==> config.mk <==
export PLATFORM = sky130hd
export DESIGN_NAME = alkflag
export DESIGN_NICKNAME = d
export VERILOG_FILES = /design/src/rtl/alkflag_pkg.sv /design/src/rtl/alkloopctr.sv /design/src/rtl/alkflag.sv
export SDC_FILE = /design/constraint.sdc
export NUM_CORES = 1
export LEC_CHECK = 0
export ABC_AREA = 1
export CAP_MARGIN = 40
export CELL_PAD_IN_SITES_DETAIL_PLACEMENT = 0
export CELL_PAD_IN_SITES_GLOBAL_PLACEMENT = 1
export CORE_MARGIN = 2
export CORE_UTILIZATION = 27
export DETAILED_ROUTE_END_ITERATION = 16
export GPL_TIMING_DRIVEN = 0
export PLACE_DENSITY_LB_ADDON = 0.12
export SYNTH_ARGS = -nofsm -noshare
export SYNTH_HDL_FRONTEND = slang
export SYNTH_SLANG_ARGS = --single-unit
==> constraint.sdc <==
create_clock -name clk -period 1.66 [get_ports clk]
set_clock_uncertainty 0.15 [all_clocks]
set_input_delay 0.249 -clock clk [delete_from_list [all_inputs] [get_ports clk]]
set_output_delay 0.249 -clock clk [all_outputs]
set_load 0.03 [all_outputs]
==> src/rtl/alkflag_pkg.sv <==
// alkflag_pkg: shared loop FSM state encodings and default loop counter width for the ALK flag stage
package alkflag_pkg;
  localparam int LOOP_W_DEF = 5;
  typedef enum logic [1:0] {
    ALK_LOOP_IDLE = 2'b00,
    ALK_LOOP_RUN  = 2'b01,
    ALK_LOOP_DONE = 2'b10
  } loop_state_t;
endpackage

==> src/rtl/alkloopctr.sv <==
// alkloopctr: microcode loop counter FSM producing the loop busy and loop done flags
module alkloopctr
  import alkflag_pkg::*;
#(
  parameter int LOOP_W = LOOP_W_DEF
) (
  input  logic              clk,
  input  logic              reset_l,
  input  logic              ld,
  input  logic [LOOP_W-1:0] cnt_in,
  input  logic              step,
  output logic              flag,
  output logic              busy,
  output logic [LOOP_W-1:0] cnt
);
  loop_state_t state, state_nxt;
  logic [LOOP_W-1:0] cnt_nxt;
  // Load beats step; steps only count in RUN, where cnt is always nonzero.
  always_comb begin
    state_nxt = state;
    cnt_nxt = cnt;
    if (ld) begin
      state_nxt = (cnt_in == '0) ? ALK_LOOP_DONE : ALK_LOOP_RUN;
      cnt_nxt = cnt_in;
    end else if (step && state == ALK_LOOP_RUN) begin
      state_nxt = (cnt == LOOP_W'(1)) ? ALK_LOOP_DONE : ALK_LOOP_RUN;
      cnt_nxt = cnt - LOOP_W'(1);
    end
  end
  always_ff @(posedge clk or negedge reset_l) begin
    if (!reset_l) begin
      state <= ALK_LOOP_IDLE;
      cnt <= '0;
    end else begin
      state <= state_nxt;
      cnt <= cnt_nxt;
    end
  end
  assign busy = (state == ALK_LOOP_RUN);
  assign flag = (state == ALK_LOOP_DONE);
endmodule

==> src/rtl/alkflag.sv <==
// alkflag: ALK carry / sign-corrected flag registers plus microcode loop counter
module alkflag
  import alkflag_pkg::*;
#(
  parameter int LOOP_W = LOOP_W_DEF
) (
  input  logic              clk,
  input  logic              reset_l,
  input  logic              alu_cout_h,
  input  logic              alu_n_h,
  input  logic              alu_v_h,
  input  logic              alk_cflag_ld_h,
  input  logic              alk_soflag_ld_h,
  input  logic              alk_flag_wr_h,
  input  logic [1:0]        wbus_in_h,
  input  logic              alk_flag_clr_h,
  input  logic              loop_cnt_ld_h,
  input  logic [LOOP_W-1:0] loop_cnt_in_h,
  input  logic              loop_step_h,
  output logic              alkc_flag_h,
  output logic              aluso_flag_h,
  output logic              loop_flag_h,
  output logic              loop_busy_h,
  output logic [LOOP_W-1:0] loop_cnt_h
);
  // wbus bit 1 (bus bit 31) is aluso, bit 0 (bus bit 30) is alkc
  always_ff @(posedge clk or negedge reset_l) begin
    if (!reset_l) begin
      alkc_flag_h <= 1'b0;
      aluso_flag_h <= 1'b0;
    end else begin
      alkc_flag_h <= alk_flag_clr_h ? 1'b0 : alk_flag_wr_h ? wbus_in_h[0] :
                     alk_cflag_ld_h ? alu_cout_h : alkc_flag_h;
      aluso_flag_h <= alk_flag_clr_h ? 1'b0 : alk_flag_wr_h ? wbus_in_h[1] :
                      alk_soflag_ld_h ? (alu_n_h ^ alu_v_h) : aluso_flag_h;
    end
  end
  alkloopctr #(.LOOP_W(LOOP_W)) u_loop (
    .clk(clk),
    .reset_l(reset_l),
    .ld(loop_cnt_ld_h),
    .cnt_in(loop_cnt_in_h),
    .step(loop_step_h),
    .flag(loop_flag_h),
    .busy(loop_busy_h),
    .cnt(loop_cnt_h)
  );
endmodule

==> results.toml <==
[finish]
drive_gt1_share_pct = 7.96
fin_area_um2 = 897
nNetsFinal = 134
antennaDiodeCount = 0
layout_commonest_cell = "nand2_1"
area_growth_syn_to_layout_pct = 49.7
fin_cells = 141
mostFrequentLayoutCells = "nand2_1 (20), inv_1 (16), clkdlybuf4s50_1 (16)"

[routing]
routed_wire_length_per_instance_um = 9.62
antenna_left = 0
top_layer = "met4"
viasPerCell = 4.32
drt_iter0_drc = 2
wl_met1_um = 586
wl_met3_um = 100
wirelength_um = 1360
num_vias = 609
dr.pass1.iters = 3
drc = 0
wl_met2_um = 658

[cts]
cts_tree = "built"
cts_buffers = 3
clock_latency_ns = 0.26
htreeDepth = 1
clkTransAtPathRegs_ns = 0.06
root_buffer = "clkbuf_4"
clockBufferDepth = 2
clock_sinks = 9

[timing]
max_freq_mhz = 627
worst_slew_pin_slew_ns = 0.419
rsz0062_at_grt = "false"
drv_slew = 0
finalCritPeriodShare_pct = 96.0
post-route-min-period_ns = 1.59
tns_ns = 0
slew_headroom_pct = 72.0
hold_viol = 0
finalSetupViolCount = 0

[run]
drv_cap = 0

[place]
gp_congestion = 0.774
dp_cells = 137
post_dp_cell_area_um2 = 885
hpwl_um = 1120
port_buffers = 25

[worst_setup_path]
crit_chain = "nor2_1, clkdlybuf4s15_1"
cp_data_required_time_ns = 1.26
path_class = "flip-flop to output pin"
crit_fanout = 4
critPathArrivalTime_ns = 1.20
crit_path_end_kind = "output pin"
crit_path_start_kind = "flip-flop"
slowest_stage = "dfrtp_1"
slowest_delay_ns = 0.43

[floorplanning]
floorplan.core_area_um2 = 2150
die_x_um = 51.1
die_area_um2 = 2610
rows = 17
die_h_um = 51.1
pin_count = 27
start_util_pct = 27.9

[power]
p_total_w = 0.000705
powerDensity_nw_per_um2 = 785
power_leakage_nw = 0.475
vdd.ir_drop.worst_mv = 0.331

[global_route]
grt_start_max_net_pins = 10
grt_pass1_vias = 594
antenna_found_initial = 0
grt_pass1_wl_um = 2380
grtUsageTotal_pct = 12.2
overflow = 0

[synthesis]
synthesis.area_um2 = 599
synth.ff_latch_count = 9
syn_inst = 84
avgSynthCellArea_um2 = 7.13
yosys.cell_types.count = 15
synth_fp_nets = 104
yosys_warnings = 0
yosysSeqAreaShare_pct = 37.6

[worst_hold_path]
hp-class = "input pin to async pin"

[status]
status = "finished, final reports clean"
[worst paths after layout]
check,from,endpoint,slack [ns],cells after the start
max,u_loop.state[0],loop_flag_h,0.07,2
min,reset_l,alkc_flag_h,0.14,1
max reg2reg,u_loop.cnt[0],u_loop.cnt[1],0.34,5
min reg2reg,u_loop.state[1],u_loop.state[1],0.40,2
max in group asynchronous,reset_l,aluso_flag_h,0.93,1
min in group clk,loop_cnt_ld_h,u_loop.cnt[2],0.19,3
[stage by stage]
step           utilization [%]  hold slack (ns)  setup WS (ns)
3_3_place_gp              41.2            0.383         0.0523
4_1_cts                   41.9            0.163         0.0136
6_report                  41.8            0.138         0.0658
5_1_grt                   41.8            0.171        0.00675
3_5_place_dp              41.2            0.389         0.0265
2_1_floorplan                -           -0.197          0.212
[flip-flops by register name, indices dropped and copies added, names as in the netlist]
signal and count:
u_loop.state 2, aluso_flag_h 1, u_loop.cnt 5, alkc_flag_h 1
[report_power, final]
group	total, W	leakage, nW	switching (W)	internal [W]
Sequential	0.000272	0.110	0.0000256	0.000246
Clock	0.000170	0.0150	0.0000775	0.0000927
Combinational	0.000262	0.350	0.000156	0.000107
[worst max-delay path, delay by kind of cell, from the launching register on]
family | cells | cell delay [ns]
flip-flops | 1 | 0.43
buffers and inverters | 1 | 0.37
AND/OR/NAND/NOR | 1 | 0.13
[area by class of cell]
| cell class | count | area (µm²) |
|---|---|---|
| timing repair buffer | 25 | 236 |
| inverter | 16 | 60.1 |
| multi-input combinational | 58 | 307 |
| fill | 242 | 1250 |
| clock buffer | 4 | 26.3 |
| buffer | 1 | 7.51 |
| tap | 28 | 35.0 |
| sequential | 9 | 225 |
[cells in the mapped netlist, drive strengths merged]
master	instances	area share, %
dfrtp	9	38
o21ai	5	4.2
nand2	22	15
nand4	1	1.0
a21oi	3	2.5
nand3	13	13
xor2	1	1.5
inv	16	10
buf	1	1.3
ha	2	4.2
nor2	10	9.0
o21bai	1	1.3
[timing repair]
action                                  in CTS  in global routing
hold buffers                                 0                  0
resized for setup                            9                  3
pin swaps                                    0                  0
cloned                                       0                  0
buffers inserted                             0                  0
endpoints found under the setup margin       9                  2
[logic make-up (layout without fill, tap and decap cells)]
logic type,count (synthesis),count (layout),synth area share (%)
adder cells (fa/ha/maj),2,2,4.17
flip-flops,9,9,37.6
AO/OA/AOI/OAI,9,9,7.93
AND/OR/NAND/NOR,46,46,37.6
buffers and inverters,17,46,11.3
XOR/XNOR,1,1,1.46
[routing by layer]
layer	up-vias	global-route usage, %
met4	0	8.11
met3	2	2.34
li1	321	-
met5	-	0
met2	17	20.1
met1	269	14.2
Power figures use the tool's default switching activity.
